$ cat src/rtl/spike_window_monitor.sv
// Windowed spike statistics for one neuron: counts spikes over a latched
// window and reports spike count, min/last inter-spike interval and overflow.
module spike_window_monitor #(
  parameter int CNT_W = 8
) (
  input  logic             clk,
  input  logic             rst_n,
  input  logic             spike_in,
  input  logic             en,
  input  logic [CNT_W-1:0] win_len,
  input  logic             res_ready,
  output logic             res_valid,
  output logic [CNT_W-1:0] spike_count,
  output logic [CNT_W-1:0] isi_min,
  output logic [CNT_W-1:0] isi_last,
  output logic             ovf,
  output logic             busy
);

  localparam logic [CNT_W-1:0] ONE = {{(CNT_W-1){1'b0}}, 1'b1};
  localparam logic [CNT_W-1:0] MAX = {CNT_W{1'b1}};

  typedef enum logic [1:0] {IDLE, COUNT, HOLD} state_t;

  state_t state, state_nxt;

  logic             start_win;
  logic             sample;
  logic             last_sample;

  logic [CNT_W-1:0] last_idx;
  logic [CNT_W-1:0] samp_idx;

  logic [CNT_W-1:0] acc_count, acc_count_nxt;
  logic             acc_ovf, acc_ovf_nxt;
  logic [CNT_W-1:0] acc_isi_min, acc_isi_min_nxt;
  logic [CNT_W-1:0] acc_isi_last, acc_isi_last_nxt;
  logic [CNT_W-1:0] isi_cnt, isi_cnt_nxt;
  logic             acc_seen, acc_seen_nxt;
  logic [CNT_W-1:0] interval;

  always_ff @(posedge clk or posedge rst_n) begin
    if (rst_n) begin
      state <= IDLE;
    end else begin
      state <= state_nxt;
    end
  end

  // Leaving COUNT on a dropped enable takes priority over finishing the window.
  always_comb begin
    state_nxt   = state;
    start_win   = 1'b0;
    sample      = 1'b0;
    last_sample = 1'b0;
    case (state)
      IDLE: begin
        if (en) begin
          state_nxt = COUNT;
          start_win = 1'b1;
        end
      end
      COUNT: begin
        if (!en) begin
          state_nxt = IDLE;
        end else begin
          sample = 1'b1;
          if (samp_idx == last_idx) begin
            last_sample = 1'b1;
            state_nxt   = HOLD;
          end
        end
      end
      HOLD: begin
        if (res_ready) begin
          if (en) begin
            state_nxt = COUNT;
            start_win = 1'b1;
          end else begin
            state_nxt = IDLE;
          end
        end
      end
      default: state_nxt = IDLE;
    endcase
  end

  assign res_valid = (state == HOLD);
  assign busy      = (state == COUNT);

  // The interval counter holds (samples since last spike - 1), so the
  // interval seen at a new spike is one more than its current value.
  always_comb begin
    interval         = (isi_cnt == MAX) ? MAX : isi_cnt + ONE;
    acc_count_nxt    = acc_count;
    acc_ovf_nxt      = acc_ovf;
    acc_isi_min_nxt  = acc_isi_min;
    acc_isi_last_nxt = acc_isi_last;
    acc_seen_nxt     = acc_seen;
    isi_cnt_nxt      = (isi_cnt == MAX) ? MAX : isi_cnt + ONE;
    if (spike_in) begin
      isi_cnt_nxt  = '0;
      acc_seen_nxt = 1'b1;
      if (acc_count == MAX) begin
        acc_ovf_nxt = 1'b1;
      end else begin
        acc_count_nxt = acc_count + ONE;
      end
      if (acc_seen) begin
        acc_isi_last_nxt = interval;
        if (interval < acc_isi_min) begin
          acc_isi_min_nxt = interval;
        end
      end
    end
  end

  // Window length is stored as the index of the final sample; 0 wraps to MAX,
  // which gives the full 2^CNT_W window for free.
  always_ff @(posedge clk or posedge rst_n) begin
    if (rst_n) begin
      last_idx     <= '0;
      samp_idx     <= '0;
      acc_count    <= '0;
      acc_ovf      <= 1'b0;
      acc_isi_min  <= MAX;
      acc_isi_last <= MAX;
      isi_cnt      <= '0;
      acc_seen     <= 1'b0;
    end else if (start_win) begin
      last_idx     <= win_len - ONE;
      samp_idx     <= '0;
      acc_count    <= '0;
      acc_ovf      <= 1'b0;
      acc_isi_min  <= MAX;
      acc_isi_last <= MAX;
      isi_cnt      <= '0;
      acc_seen     <= 1'b0;
    end else if (sample) begin
      samp_idx     <= samp_idx + ONE;
      acc_count    <= acc_count_nxt;
      acc_ovf      <= acc_ovf_nxt;
      acc_isi_min  <= acc_isi_min_nxt;
      acc_isi_last <= acc_isi_last_nxt;
      isi_cnt      <= isi_cnt_nxt;
      acc_seen     <= acc_seen_nxt;
    end
  end

  // Result registers only move when a full window completes.
  always_ff @(posedge clk or posedge rst_n) begin
    if (rst_n) begin
      spike_count <= '0;
      isi_min     <= MAX;
      isi_last    <= MAX;
      ovf         <= 1'b0;
    end else if (last_sample) begin
      spike_count <= acc_count_nxt;
      isi_min     <= acc_isi_min_nxt;
      isi_last    <= acc_isi_last_nxt;
      ovf         <= acc_ovf_nxt;
    end
  end

endmodule

$ cat config.mk
export PLATFORM = sky130hd
export DESIGN_NAME = spike_window_monitor
export DESIGN_NICKNAME = d
export VERILOG_FILES = /design/src/rtl/spike_window_monitor.sv
export SDC_FILE = /design/constraint.sdc
export NUM_CORES = 1
export LEC_CHECK = 0
export ABC_AREA = 1
export BUFFER_PORTS_ARGS = -buffer_cell sky130_fd_sc_hd__buf_4
export CAP_MARGIN = 20
export CORE_MARGIN = 1.5
export CORE_UTILIZATION = 40
export CTS_CLUSTER_SIZE = 14
export DETAILED_ROUTE_END_ITERATION = 8
export PLACE_DENSITY = 0.7
export SYNTH_ARGS = -nofsm -noshare
export SYNTH_HDL_FRONTEND = slang
export SYNTH_SLANG_ARGS = --single-unit
$ cat constraint.sdc
create_clock -name clk -period 2.3 [get_ports clk]
set_input_delay 0.115 -clock clk [delete_from_list [all_inputs] [get_ports clk]]
set_output_delay 0.115 -clock clk [all_outputs]
set_load 0.005 [all_outputs]
; ---- Word-level counts from Yosys, hierarchy flattened
; Index checks and enable logic that the tools add are counted.
[word_totals]
register_bits = 77
input_bits = 13
output_inout_bits = 27
word_cells = 70
[classes]
add_sub_neg = 4
n_lt_le_gt_ge = 1
n_eq_ne = 8
mux = 39
n_reduce_logical = 5
[ops]
columns = operator, count
row1 = 8-bit two-way mux, 19
row2 = 8-bit by 1-bit adder with 8-bit output (second input constant), 3
row3 = 8-bit equality test (second input constant), 2
row4 = 1-bit two-way mux, 14
row5 = 8-bit equality test, 1
row6 = 8-bit less-than comparator, 1
row7 = 2-bit two-way mux, 4
row8 = 8-bit by 1-bit subtractor with 8-bit output (second input constant), 1
row9 = 2-bit one-hot mux with 3 select lines, 1
row10 = 2-bit != test (second input constant), 2
row11 = 2-bit nonzero test, 2
row12 = 3-bit by 2-bit != test with 1-bit output (second input constant), 1
row13 = 3-bit AND reduction, 1
row14 = 2-bit by 1-bit equality test with 1-bit output (second input constant), 1
row15 = 2-bit equality test (second input constant), 1
row16 = 2-bit zero test, 1
row17 = 1-bit one-hot mux with 2 select lines, 1
row18 = 2-bit AND reduction, 1

; ---- Longest topological paths before layout
; Gate-level depths: netlist of the first run.
[logic_depth]
ltp_word = 8
depth_mapped = 17
depth_no_buf = 17

; ---- Worst setup path after synthesis of the first run
; OpenSTA, ideal clock, no wires.
[synth_timing]
path_kind = register to register
start = reg isi_cnt[0]
end = reg isi_min[0]
setup_ns = 0.060
arrival_time_ns = 2.284
required_ns = 2.240
path_slack_ns = -0.044
path_stages_with_launch = 16
n_path_buf = 0
period_less_slack_ns = 2.344
path_cell_list = dfrtp_1 ha_1 nand2_1 nor2_1 nand2_1 inv_1 a21oi_1 o21ai_0 ha_1 nand4_1 nand3_1 a31oi_4 nand2_4 nand2_1 nand3_1 nand2_1
[synth_via]
elab_chain_len = 6
word_cells_on_any_way = 7
cone_classes = 1 x add/sub / 1 x order compare / 1 x eq/ne / 4 x mux
[synth_rtl]
columns = element, line
row1 = "start, declared", 38  ; logic [CNT_W-1:0] isi_cnt, isi_cnt_nxt;
row2 = "start signal, assigned", 145  ; isi_cnt <= isi_cnt_nxt;
row3 = 8-bit by 1-bit adder with 8-bit output or 8-bit equality test (tied branches), 94  ; interval = (isi_cnt == MAX) ? MAX : isi_cnt + ONE;
row4 = 8-bit two-way mux *, 94
row5 = 8-bit less-than comparator, 111  ; if (interval < acc_isi_min) begin
row6 = 8-bit two-way mux *, 111
row7 = 8-bit two-way mux *, 109  ; if (acc_seen) begin
row8 = 8-bit two-way mux *, 101  ; if (spike_in) begin
row9 = "end signal, assigned", 159  ; isi_min <= acc_isi_min_nxt;
row10 = "end, declared", 14  ; output logic [CNT_W-1:0] isi_min,
; Every way passes the cells marked *; elsewhere a longest branch is shown, timed or not.
; A chain may end at the register's enable or synchronous reset.

; ---- Worst setup path in the final report of the first run
[layout_timing]
start = reg isi_cnt[1]
end = reg isi_min[0]
; Same word-level chain as after synthesis.

==> summary.txt, run 1 <==
run status - finished with violations
failing checks - setup timing
largest net degree at the start of global routing - 78
estimated wirelength of the detail-placed design - 6.11 mm
antenna violations before repair - 0
synth warn - 0
chip height - 102 µm
Starting Density - 41.9%
clock buffer depth - 2
critical path endpoint category - flop
DR iter-0 viols - 190
number of sinks handled by clock tree synthesis - 77
PnR worst setup slack - -0.119 ns
placer congestion estimate - 0.803
count of nets left with antenna violations after detail routing - 0
number of global-route vias before repair - 3405
CTS tree - built
pre-CTS worst setup slack - -0.146 ns
portion of the post-synthesis area used by sequential elements - 50.1%
fin crit period - 2.42 ns
# nets final - 561
number of setup violations in the final report - 16
first-pass GRT wire length - 16.0 mm
primary flip-flop cell chosen by synthesis mapping - sky130_fd_sc_hd__dfrtp_1
leakage power total - 2.31 nW
Routed Wire Length - 9.36 mm
dpl cell area - 4470 µm²
clock edge transition at the registers on the reported setup and hold paths - 0.08 ns
fin area - 4840 µm²
maxcap violations - 0
number of I/O pins - 40
setup repair after global routing missed its margin - yes
clock tree root driver cell - sky130_fd_sc_hd__clkbuf_8
Routed WL per cell - 13.9 µm
critical path arrival - 2.72 ns
proportion of synthesized flip-flops having asynchronous set or reset - 100%
mean instance size in the synthesized netlist - 8.25 µm²
peak supply drop - 0.392 mV
global-route usage over all layers - 19.7%
clk_lat worst skew - 0.35 ns
CTS HTree Levels - 3
required time of the critical path - 2.60 ns
maximum fanout along the worst path - 8
Syn-to-layout area delta - 23.4%
power density cells - 792 nW/µm²
Setup CP Type - flop to flop
number of cells produced by synthesis - 476
number of input and output port buffers inserted - 39
kind of path behind the tightest hold check - input pin to flop
filler-free cell count of the finished design - 671
maximum clock skew at final layout - 0.00939 ns
Vias - 3418
Core ar. - 9370 µm²
count of final hold-check violations - 0
count of unresolved DRC violations after routing - 0
post-synthesis net count - 500
drt pass-1 iters - 5
Worst-Margin Slew - 0.566 ns
Max transition margin - 62.3%
post-synthesis cell area - 3930 µm²
overflow left after global routing - 0
total count of max-transition violations in the final report - 0
CTS buffer count - 9
number of rows created at floorplan - 35
post-route fraction of the period consumed by the critical path - 105%
diodes inserted - 0
startpoint class of the critical path - flop
Placed Cells - 649
fraction of final layout cells with drive strength greater than 1 - 27.7%
number of register bits inferred by synthesis - 77
timing-limited maximum frequency - 0.413 GHz
unique cell type count in the Yosys netlist - 30
Vias per Instance - 5.09
area of the die - 10400 µm²
die width - 102 µm
Post-synth EDFFs - 0
stage by stage:
step	util (%)	TNS (ns)	hold slack (ns)	power, mW
after detailed placement	47.7	-2.09	0.247	2.62
after global routing	51.7	-3.82	0.0537	4.06
after floorplan	-	0	0.274	2.31
after global placement	47.7	-0.0729	0.243	2.58
final	51.7	-1.64	0.0322	3.84
after CTS	51.3	0	0.0352	3.86
final timing paths:
| path | slack, ns | end | startpoint | cells after the start |
|---|---|---|---|---|
| max in group asynchronous | 1.54 | isi_last[5]$_DFFE_PP1P_ | rst_n | 4 |
| min reg2reg | 0.47 | isi_min[2]$_DFFE_PP1P_ | isi_min[2]$_DFFE_PP1P_ | 2 |
| min | 0.03 | state[1]$_DFFE_PP0P_ | res_ready | 4 |
| max | -0.12 | isi_min[0]$_DFFE_PP1P_ | isi_cnt[1]$_DFFE_PP0P_ | 15 |
| max reg2reg | -0.12 | isi_min[0]$_DFFE_PP1P_ | isi_cnt[1]$_DFFE_PP0P_ | 15 |
| min in group asynchronous | 0.40 | spike_count[4]$_DFFE_PP0P_ | rst_n | 4 |
metal layers:
metal / part of all wire [%] / up-vias / global-route usage (%)
met4: 2.4 / 0 / 9.69
met3: 5.4 / 22 / 3.76
met2: 45 / 112 / 30.0
met5: 0 / - / 0
met1: 48 / 1605 / 26.9
li1: - / 1679 / -
cells by family after synthesis:
| family | after synthesis | synth area share [%] |
|---|---|---|
| AOI/OAI and AO/OA | 93 | 13.3 |
| xor gates and xnor gates | 13 | 2.90 |
| and+or+nand+nor | 211 | 22.9 |
| buffers and inverters | 70 | 7.04 |
| adders and majority gates | 11 | 3.51 |
| muxes | 1 | 0.255 |
| DFF | 77 | 50.1 |
report_power, final:
part           total (mW)  switching, mW  internal (mW)
clock network        1.20          0.494          0.707
registers            1.78          0.129           1.65
logic               0.861          0.497          0.364
total                3.84           1.12           2.72
cell type report:
cell class	count	area (µm²)
Clock inverter	3	65.1
Tap cell	129	161
Sequential cell	77	1970
Clock buffer	13	170
Inverter	56	214
Timing Repair Buffer	62	484
Fill cell	883	4530
Multi-Input combinational cell	331	1780
synth_stat cells (2+ instances only):
master / number / area, µm²
sky130_fd_sc_hd__dfstp_2: 32 / 841
sky130_fd_sc_hd__nor2_1: 25 / 93.8
sky130_fd_sc_hd__o22ai_1: 9 / 56.3
sky130_fd_sc_hd__or2_2: 5 / 31.3
sky130_fd_sc_hd__nand3_1: 35 / 175
sky130_fd_sc_hd__a31oi_1: 2 / 12.5
sky130_fd_sc_hd__inv_1: 54 / 203
sky130_fd_sc_hd__o211ai_1: 7 / 52.6
sky130_fd_sc_hd__buf_2: 5 / 25.0
sky130_fd_sc_hd__ha_1: 11 / 138
sky130_fd_sc_hd__o21ai_0: 51 / 255
sky130_fd_sc_hd__buf_4: 2 / 15.0
sky130_fd_sc_hd__a21oi_1: 20 / 100
sky130_fd_sc_hd__xor2_1: 7 / 61.3
sky130_fd_sc_hd__nand2_1: 125 / 469
sky130_fd_sc_hd__nand4_1: 7 / 43.8
sky130_fd_sc_hd__dfrtp_1: 45 / 1130
sky130_fd_sc_hd__clkbuf_1: 7 / 26.3
sky130_fd_sc_hd__nor3_1: 6 / 30.0
sky130_fd_sc_hd__xnor2_1: 6 / 52.6
sky130_fd_sc_hd__nand2_2: 6 / 37.5
cells in the final DEF (no fill, tap or decap), drive strengths merged, types with 13 or more instances in the layout:
cell / count
inv: 55
o21ai: 51
buf: 61
nor2: 26
nand3: 35
nand2: 133
dfrtp: 45
clkbuf: 13
a21oi: 21
dfstp: 32
state kept, by name, summed over array words and instances, names as in the netlist:
register and count:
acc_count 8, acc_isi_last 8, acc_isi_min 8, isi_cnt 8, isi_last 8, isi_min 8
last_idx 8, samp_idx 8, spike_count 8, state 2, acc_ovf 1, acc_seen 1
ovf 1
critical path, stage by stage (launching register included):
cell and delay [ns]:
sky130_fd_sc_hd__dfrtp_1 0.39, sky130_fd_sc_hd__ha_2 0.20, sky130_fd_sc_hd__nand2_2 0.10, sky130_fd_sc_hd__nor2_2 0.05
sky130_fd_sc_hd__nand2_2 0.10, sky130_fd_sc_hd__inv_2 0.07, sky130_fd_sc_hd__a21oi_2 0.13, sky130_fd_sc_hd__o21ai_2 0.09
sky130_fd_sc_hd__ha_1 0.34, sky130_fd_sc_hd__nand4_1 0.11, sky130_fd_sc_hd__nand3_2 0.12, sky130_fd_sc_hd__a31oi_4 0.26
sky130_fd_sc_hd__nand2_4 0.17, sky130_fd_sc_hd__nand2_2 0.12, sky130_fd_sc_hd__nand3_1 0.07, sky130_fd_sc_hd__nand2_1 0.07
timing repair:
item                       4_1_cts  5_1_grt
pin swaps                        8        8
hold buffers                     1        0
gates cloned                     2        0
hold endpoints to repair        45        0
setup endpoints to repair       16       17
gates resized for setup         17        9
buffers inserted                 3        0
(Power assumes the default switching activity.)
==> inputs of run 2 (changes only) <==
--- a/config.mk
+++ b/config.mk
@@ -12,7 +12,7 @@
 export CORE_UTILIZATION = 40
 export CTS_CLUSTER_SIZE = 14
 export DETAILED_ROUTE_END_ITERATION = 8
-export PLACE_DENSITY = 0.7
+export PLACE_DENSITY = 0.65
 export SYNTH_ARGS = -nofsm -noshare
 export SYNTH_HDL_FRONTEND = slang
 export SYNTH_SLANG_ARGS = --single-unit
==> run 2 against run 1 <==
Net effect:
- the flow still finishes with violations (setup timing)
- count of clock-buffer cells in the layout is the same
- total power grew 0.51%
- sequential share of layout area grew 0.084 points
==> summary.txt, run 2 (same netlist as run 1, synthesis figures left out) <==
run status - finished with violations
failing checks - setup timing
estimated wirelength of the detail-placed design - 5.87 mm (-3.9%)
Worst-Margin Slew - 0.531 ns (-0.0341 ns)
terminus of the critical flop-to-flop path - isi_min[4]$_DFFE_PP1P_
pre-CTS worst setup slack - -0.114 ns (+0.0322 ns)
count of nets left with antenna violations after detail routing - 0 (unchanged)
start point of the worst min-delay path - res_ready
chip height - 102 µm (unchanged)
Hold Slack - 0.0313 ns (-0.000911 ns)
number of global-route vias before repair - 3120 (-8.4%)
area taken by flip-flops and latches - 1970 µm² (unchanged)
CTS tree - built
filler-free cell count of the finished design - 668 (-0.45%)
fin area - 4830 µm² (-0.21%)
die width - 102 µm (unchanged)
area taken by multi-input logic gates - 1780 µm² (about the same)
leakage power total - 2.33 nW (+0.67%)
timing-limited maximum frequency - 0.430 GHz (+4.0%)
Starting Density - 41.9% (unchanged)
count of final hold-check violations - 0 (unchanged)
number of input and output port buffers inserted - 39 (unchanged)
maximum fanout along the worst path - 9 (+1)
sequential fraction of design power - 45.9% (-0.4 points)
placer congestion estimate - 0.864 (+7.6%)
Filler Cell Count - 915 (+3.6%)
fraction of final layout cells with drive strength greater than 1 - 27.1% (-0.59 points)
dpl cell area - 4470 µm² (unchanged)
largest net degree at the start of global routing - 78 (unchanged)
Endpoint, Worst Hold - state[1]$_DFFE_PP0P_
leading cell types in the layout, fill and taps excluded - sky130_fd_sc_hd__nand2_1, sky130_fd_sc_hd__buf_4, sky130_fd_sc_hd__inv_1, sky130_fd_sc_hd__o21ai_0, sky130_fd_sc_hd__dfrtp_1
required time of the critical path - 2.58 ns (-0.02 ns)
power density cells - 798 nW/µm² (+0.72%)
antenna violations before repair - 0 (unchanged)
most common cell after layout, fill and taps aside - sky130_fd_sc_hd__nand2_1
total count of max-transition violations in the final report - 0 (unchanged)
Syn-to-layout area delta - 23.2%
drt pass-1 iters - 4 (-1)
post-route fraction of the period consumed by the critical path - 101% (-4.1 points)
Routed WL per cell - 13.1 µm (-6.1%)
depth of the worst register-to-register path - 18 (+3)
maxcap violations - 0 (unchanged)
count of unresolved DRC violations after routing - 0 (unchanged)
Internal - 2.75 mW (+1.2%)
Fin Setup TNS - -0.153 ns (+1.48 ns)
maximum clock skew at final layout - 0.0129 ns (+0.00355 ns)
Hold Path Depth - 4 (unchanged)
peak supply drop - 0.318 mV (-19%)
CTS buffer count - 9 (unchanged)
first-pass GRT wire length - 14.9 mm (-6.7%)
Vias per Instance - 4.90 (-3.9%)
setup repair after global routing missed its margin - yes
startpoint class of the critical path - flop
kind of path behind the tightest hold check - input pin to flop
Max transition margin - 64.5% (+2.3 points)
clock tree root driver cell - sky130_fd_sc_hd__clkbuf_8
overflow left after global routing - 0 (unchanged)
global-route usage over all layers - 18.4% (-1.3 points)
logic gate share of total power - 21.9% (-0.5 points)
net switching power of the design - 1.11 mW (-1.1%)
number of rows created at floorplan - 35 (unchanged)
clock buffer depth - 2 (unchanged)
Placed Cells - 649 (unchanged)
number of setup violations in the final report - 11 (-5)
worst r2r src - isi_cnt[0]$_DFFE_PP0P_
area of the die - 10400 µm² (unchanged)
flop2flop setup slack - -0.03 ns (+0.09 ns)
CTS HTree Levels - 3 (unchanged)
switching part of the total - 28.7% (-0.48 points)
Setup CP Type - flop to flop
diodes inserted - 0 (unchanged)
critical path arrival - 2.61 ns (-0.11 ns)
DR iter-0 viols - 132 (-31%)
clk_lat worst skew - 0.35 ns (about the same)
PnR worst setup slack - -0.0250 ns (+0.0939 ns)
fin crit period - 2.33 ns (-0.0939 ns)
Core ar. - 9370 µm² (unchanged)
Clk network pwr share - 32.2% (+0.9 points)
clock edge transition at the registers on the reported setup and hold paths - 0.08 ns (about the same)
# nets final - 558 (-0.53%)
number of sinks handled by clock tree synthesis - 77 (unchanged)
Vias - 3270 (-4.3%)
Routed Wire Length - 8.75 mm (-6.6%)
critical path endpoint category - flop
number of I/O pins - 40 (unchanged)
[run 2: changes by cell type in the layout (fill, tap and decap cells not counted), moves of 2 or more]
| cell | change |
|---|---|
| sky130_fd_sc_hd__a21oi_2 | +2 |
| sky130_fd_sc_hd__nand3_1 | +4 |
| sky130_fd_sc_hd__a21oi_1 | -2 |
| sky130_fd_sc_hd__buf_4 | -2 |
| sky130_fd_sc_hd__nand3_2 | -4 |
[run 2: worst max-delay path: stages (launching register included)]
cell,delay [ns]
sky130_fd_sc_hd__dfrtp_1,0.41
sky130_fd_sc_hd__ha_2,0.22
sky130_fd_sc_hd__nand2_4,0.09
sky130_fd_sc_hd__nor2_2,0.05
sky130_fd_sc_hd__nand2_2,0.09
sky130_fd_sc_hd__inv_2,0.05
sky130_fd_sc_hd__buf_4,0.15
sky130_fd_sc_hd__a21oi_2,0.13
sky130_fd_sc_hd__inv_1,0.07
sky130_fd_sc_hd__ha_1,0.29
sky130_fd_sc_hd__nand2_1,0.05
sky130_fd_sc_hd__inv_1,0.05
sky130_fd_sc_hd__nand2_1,0.05
sky130_fd_sc_hd__nand2_1,0.10
sky130_fd_sc_hd__nand2_4,0.11
sky130_fd_sc_hd__nand2_4,0.16
sky130_fd_sc_hd__nand2_2,0.07
sky130_fd_sc_hd__nand3_1,0.08
sky130_fd_sc_hd__nand2_1,0.07
[run 2: how the worst max path moves through the flow]
stage	startpoint	endpoint	slack, ns	depth (start not counted)
after CTS	isi_cnt[1]$_DFFE_PP0P_	isi_min[7]$_DFFE_PP1P_	0.006	14
after global placement	isi_cnt[1]$_DFFE_PP0P_	isi_min[3]$_DFFE_PP1P_	-0.002	15
after detailed placement	isi_cnt[1]$_DFFE_PP0P_	isi_min[3]$_DFFE_PP1P_	-0.11	15
after global routing	isi_cnt[0]$_DFFE_PP0P_	isi_min[3]$_DFFE_PP1P_	-0.20	18
final	isi_cnt[0]$_DFFE_PP0P_	isi_min[4]$_DFFE_PP1P_	-0.03	18
after floorplan	isi_cnt[0]$_DFFE_PP0P_	isi_min[0]$_DFFE_PP1P_	0.004	15
[run 2: power groups by stage]
stage          logic (mW)  registers, mW  clock network (mW)
4_1_cts             0.832           1.77                1.26
2_1_floorplan       0.528           1.78                   0
6_report            0.843           1.77                1.24
3_5_place_dp        0.816           1.79                   0
3_3_place_gp        0.792           1.79                   0
5_1_grt             0.965           1.80                1.33
[run 2: per-stage QoR]
step | power, mW | util, %
6_report | 3.86 | 51.6
5_1_grt | 4.10 | 51.6
4_1_cts | 3.87 | 50.8
3_5_place_dp | 2.61 | 47.7
3_3_place_gp | 2.58 | 47.7
2_1_floorplan | 2.31 | -
[run 2: routing by layer]
metal / up-vias / track usage (%) / routed length, µm
li1: 1679 / - / -
met5: - / 0 / 0
met4: 0 / 6.74 / 112
met3: 10 / 2.94 / 336
met2: 63 / 26.8 / 3860
met1: 1518 / 27.5 / 4440
[run 2: cell type report]
class | count | area share [%]
Tap cell | 129 | 3.34
Timing Repair Buffer | 60 | 9.70
Clock buffer | 13 | 3.73
Sequential cell | 77 | 40.7
Clock inverter | 3 | 1.35
Inverter | 56 | 4.35
Multi-Input combinational cell | 330 | 36.9
[run 2: what timing repair did]
item                                   4_1_cts  5_1_grt
setup endpoints to repair                   16       16
gates resized for setup                      7       17
setup buffers                                0        1
endpoints found under the hold margin       45        0
cloned                                       1        0
pin swaps                                    2        3
hold buffers                                 1        0
==> inputs of run 3 (changes only) <==
--- a/config.mk
+++ b/config.mk
@@ -5,9 +5,10 @@
 export SDC_FILE = /design/constraint.sdc
 export NUM_CORES = 1
 export LEC_CHECK = 0
-export ABC_AREA = 1
+export ABC_CLOCK_PERIOD_IN_PS = 2300
 export BUFFER_PORTS_ARGS = -buffer_cell sky130_fd_sc_hd__buf_4
 export CAP_MARGIN = 20
+export CORE_ASPECT_RATIO = 1.5
 export CORE_MARGIN = 1.5
 export CORE_UTILIZATION = 40
 export CTS_CLUSTER_SIZE = 14
==> run 3 against run 2 <==
Net effect:
- the flow still finishes with violations (setup timing)
- routed wire length up 0.74%
- sequential share of layout area decreased by 2.4 points
- critical path depth shrank 7
- maximum frequency shrank 12%
- critical path type unchanged
- via count decreased by 6.1%
- utilization grew 1.7 points
- synthesized cell count fell by 20%
- cell area grew 6.3%
- setup slack got worse by 0.31 ns
- final cell count shrank 13%
- non-clock buffer count grew 25
==> summary.txt, run 3 <==
run status - finished with violations
failing checks - setup timing
first-pass GRT wire length - 15.0 mm (+0.56%)
portion of synthesized cell area occupied by the leading cell type - 28.5% (-0.15 points)
main area contributors after synthesis - sky130_fd_sc_hd__dfrtp_1, sky130_fd_sc_hd__dfstp_2, sky130_fd_sc_hd__mux2_2
antenna violations before repair - 0 (unchanged)
kind of path behind the tightest hold check - input pin to flop
count of unresolved DRC violations after routing - 0 (unchanged)
overflow left after global routing - 0 (unchanged)
clk_lat worst skew - 0.33 ns (-0.02 ns)
fraction of final layout cells with drive strength greater than 1 - 37.1% (+10 points)
Starting Density - 41.0% (-0.92 points)
Routed WL per cell - 15.2 µm (+16%)
maximum clock skew at final layout - 0.0101 ns (-0.00284 ns)
largest net degree at the start of global routing - 77 (-1.3%)
maxcap violations - 0 (unchanged)
drt pass-1 iters - 4 (unchanged)
count of nets left with antenna violations after detail routing - 0 (unchanged)
chip height - 125 µm (+22%)
post-synthesis net count - 406 (-19%)
startpoint class of the critical path - flop
primary flip-flop cell chosen by synthesis mapping - sky130_fd_sc_hd__dfrtp_1
area taken by multi-input logic gates - 2010 µm² (+13%)
commonest cells in the synthesized netlist - sky130_fd_sc_hd__dfrtp_1, sky130_fd_sc_hd__nand2_1, sky130_fd_sc_hd__dfstp_2, sky130_fd_sc_hd__nor2_1, sky130_fd_sc_hd__a21oi_1
critical path endpoint category - flop
PnR worst setup slack - -0.337 ns (-0.312 ns)
number of register bits inferred by synthesis - 77 (unchanged)
clock tree root driver cell - sky130_fd_sc_hd__clkbuf_16
Vias per Instance - 5.28 (+7.9%)
Pwr Total - 4.64 mW (+20%)
portion of the post-synthesis area used by sequential elements - 49.8% (-0.27 points)
setup repair after global routing missed its margin - yes
Worst-Margin Slew - 0.571 ns (+0.0399 ns)
Syn-to-layout area delta - 30.2%
estimated wirelength of the detail-placed design - 6.30 mm (+7.3%)
leakage power total - 2.40 nW (+3.1%)
# nets final - 485 (-13%)
proportion of synthesized flip-flops having asynchronous set or reset - 100% (unchanged)
pre-CTS worst setup slack - -0.383 ns (-0.269 ns)
Filler Cell Count - 812 (-11%)
CTS tree - built
number of rows created at floorplan - 44 (+26%)
number of input and output port buffers inserted - 39 (unchanged)
dpl cell area - 4720 µm² (+5.6%)
peak supply drop - 0.423 mV (+33%)
diodes inserted - 0 (unchanged)
Placed Cells - 558 (-14%)
count of final hold-check violations - 0 (unchanged)
unique cell type count in the Yosys netlist - 48 (+60%)
DR iter-0 viols - 160 (+21%)
post-synthesis cell area - 3950 µm² (+0.54%)
critical path arrival - 2.89 ns (+0.28 ns)
post-route fraction of the period consumed by the critical path - 115% (+14 points)
Routed Wire Length - 8.81 mm (+0.74%)
maximum fanout along the worst path - 5 (-4)
area of the die - 10500 µm² (+0.64%)
area taken by flip-flops and latches - 1970 µm² (unchanged)
most common cell after layout, fill and taps aside - sky130_fd_sc_hd__buf_4
leading cell types in the layout, fill and taps excluded - sky130_fd_sc_hd__buf_4, sky130_fd_sc_hd__dfrtp_1, sky130_fd_sc_hd__nand2_1, sky130_fd_sc_hd__dfstp_2, sky130_fd_sc_hd__nor2_1
Core ar. - 9630 µm² (+2.8%)
synth warn - 0 (unchanged)
fin crit period - 2.64 ns (+0.312 ns)
number of setup violations in the final report - 16 (+5)
post-synthesis cell type with the largest combined area - sky130_fd_sc_hd__dfrtp_1
number of I/O pins - 40 (unchanged)
placer congestion estimate - 0.785 (-9.1%)
power density cells - 902 nW/µm² (+13%)
Post-synth EDFFs - 0 (unchanged)
number of global-route vias before repair - 3176 (+1.8%)
number of sinks handled by clock tree synthesis - 77 (unchanged)
global-route usage over all layers - 17.9% (-0.47 points)
timing-limited maximum frequency - 0.379 GHz (-12%)
CTS HTree Levels - 3 (unchanged)
mean instance size in the synthesized netlist - 10.3 µm² (+25%)
Max transition margin - 61.8% (-2.8 points)
CTS buffer count - 9 (unchanged)
required time of the critical path - 2.56 ns (-0.02 ns)
Hold Slack - 0.0606 ns (+0.0293 ns)
clock edge transition at the registers on the reported setup and hold paths - 0.06 ns (-0.02 ns)
filler-free cell count of the finished design - 581 (-13%)
Setup CP Type - flop to flop
clock buffer depth - 2 (unchanged)
Vias - 3069 (-6.1%)
fin area - 5140 µm² (+6.3%)
total count of max-transition violations in the final report - 0 (unchanged)
die width - 84.1 µm (-18%)
number of cells produced by synthesis - 382 (-20%)
[run 3: layer usage]
| metal | up-vias | track usage (%) | wire length, µm |
|---|---|---|---|
| met1 | 1494 | 21.6 | 3770 |
| met5 | - | 0 | 0 |
| met2 | 50 | 30.4 | 4570 |
| met3 | 19 | 3.38 | 210 |
| li1 | 1506 | - | - |
| met4 | 0 | 8.49 | 257 |
[run 3: final timing paths]
check | to | slack, ns | depth (start not counted) | startpoint
setup / recovery | isi_min[2]$_DFFE_PP1P_ | -0.34 | 11 | isi_cnt[0]$_DFFE_PP0P_
hold / removal | state[1]$_DFFE_PP0P_ | 0.06 | 3 | res_ready
hold reg to reg | acc_isi_last[1]$_DFFE_PP1P_ | 0.50 | 2 | acc_isi_last[1]$_DFFE_PP1P_
min in group asynchronous | isi_last[3]$_DFFE_PP1P_ | 0.36 | 3 | rst_n
max in group asynchronous | acc_isi_min[7]$_DFFE_PP1P_ | 1.49 | 4 | rst_n
setup reg to reg | isi_min[2]$_DFFE_PP1P_ | -0.34 | 11 | isi_cnt[0]$_DFFE_PP0P_
[run 3: power breakdown]
part,internal (mW),total (mW),switching (mW)
Clock,0.839,1.37,0.534
Combinational,0.694,1.28,0.589
Sequential,1.77,1.98,0.213
Total,3.30,4.64,1.34
[run 3: timing repair]
item                                    in CTS  in global routing
pin swaps                                    9                 16
hold endpoints to repair                    47                  0
cloned                                       0                  0
endpoints found under the setup margin      16                 16
hold buffers                                 2                  0
resized for setup                            6                  7
buffers inserted                             4                  1
[run 3: cell type report]
| class | instances | share of cell area [%] |
|---|---|---|
| repair buffers | 85 | 13.0 |
| well taps | 115 | 2.80 |
| flip-flops and latches | 77 | 38.3 |
| clock buffers | 12 | 4.60 |
| clock inverters | 4 | 0.974 |
| multi-input cells | 272 | 39.2 |
| inverters | 16 | 1.17 |
[run 3: kinds of logic (layout without fill, tap and decap cells)]
group	count (synthesis)	in the layout	share of synthesized area, %
muxes	30	30	8.15
xor gates and xnor gates	25	25	5.55
and+or+nand+nor	119	119	14.6
adders and majority gates	11	11	3.49
buffers and inverters	33	117	3.42
AOI/OAI and AO/OA	87	87	14.9
DFF	77	77	49.8
[run 3: critical path: stages, from the launching register on]
cell and delay, ns:
sky130_fd_sc_hd__dfrtp_1 0.40, sky130_fd_sc_hd__and4_1 0.26, sky130_fd_sc_hd__nand3_1 0.11, sky130_fd_sc_hd__mux2_4 0.33, sky130_fd_sc_hd__ha_4 0.28, sky130_fd_sc_hd__nand4_1 0.11
sky130_fd_sc_hd__buf_4 0.17, sky130_fd_sc_hd__nor2_4 0.13, sky130_fd_sc_hd__a211oi_4 0.07, sky130_fd_sc_hd__buf_6 0.14, sky130_fd_sc_hd__mux2_4 0.29, sky130_fd_sc_hd__mux2_4 0.26
[run 3: metrics by stage]
stage | utilization, % | setup TNS [ns]
floorplan | - | -4.10
global placement | 49.0 | -4.26
detailed placement | 49.0 | -5.14
CTS | 52.8 | -4.95
global route | 53.3 | -6.55
finish | 53.3 | -4.68
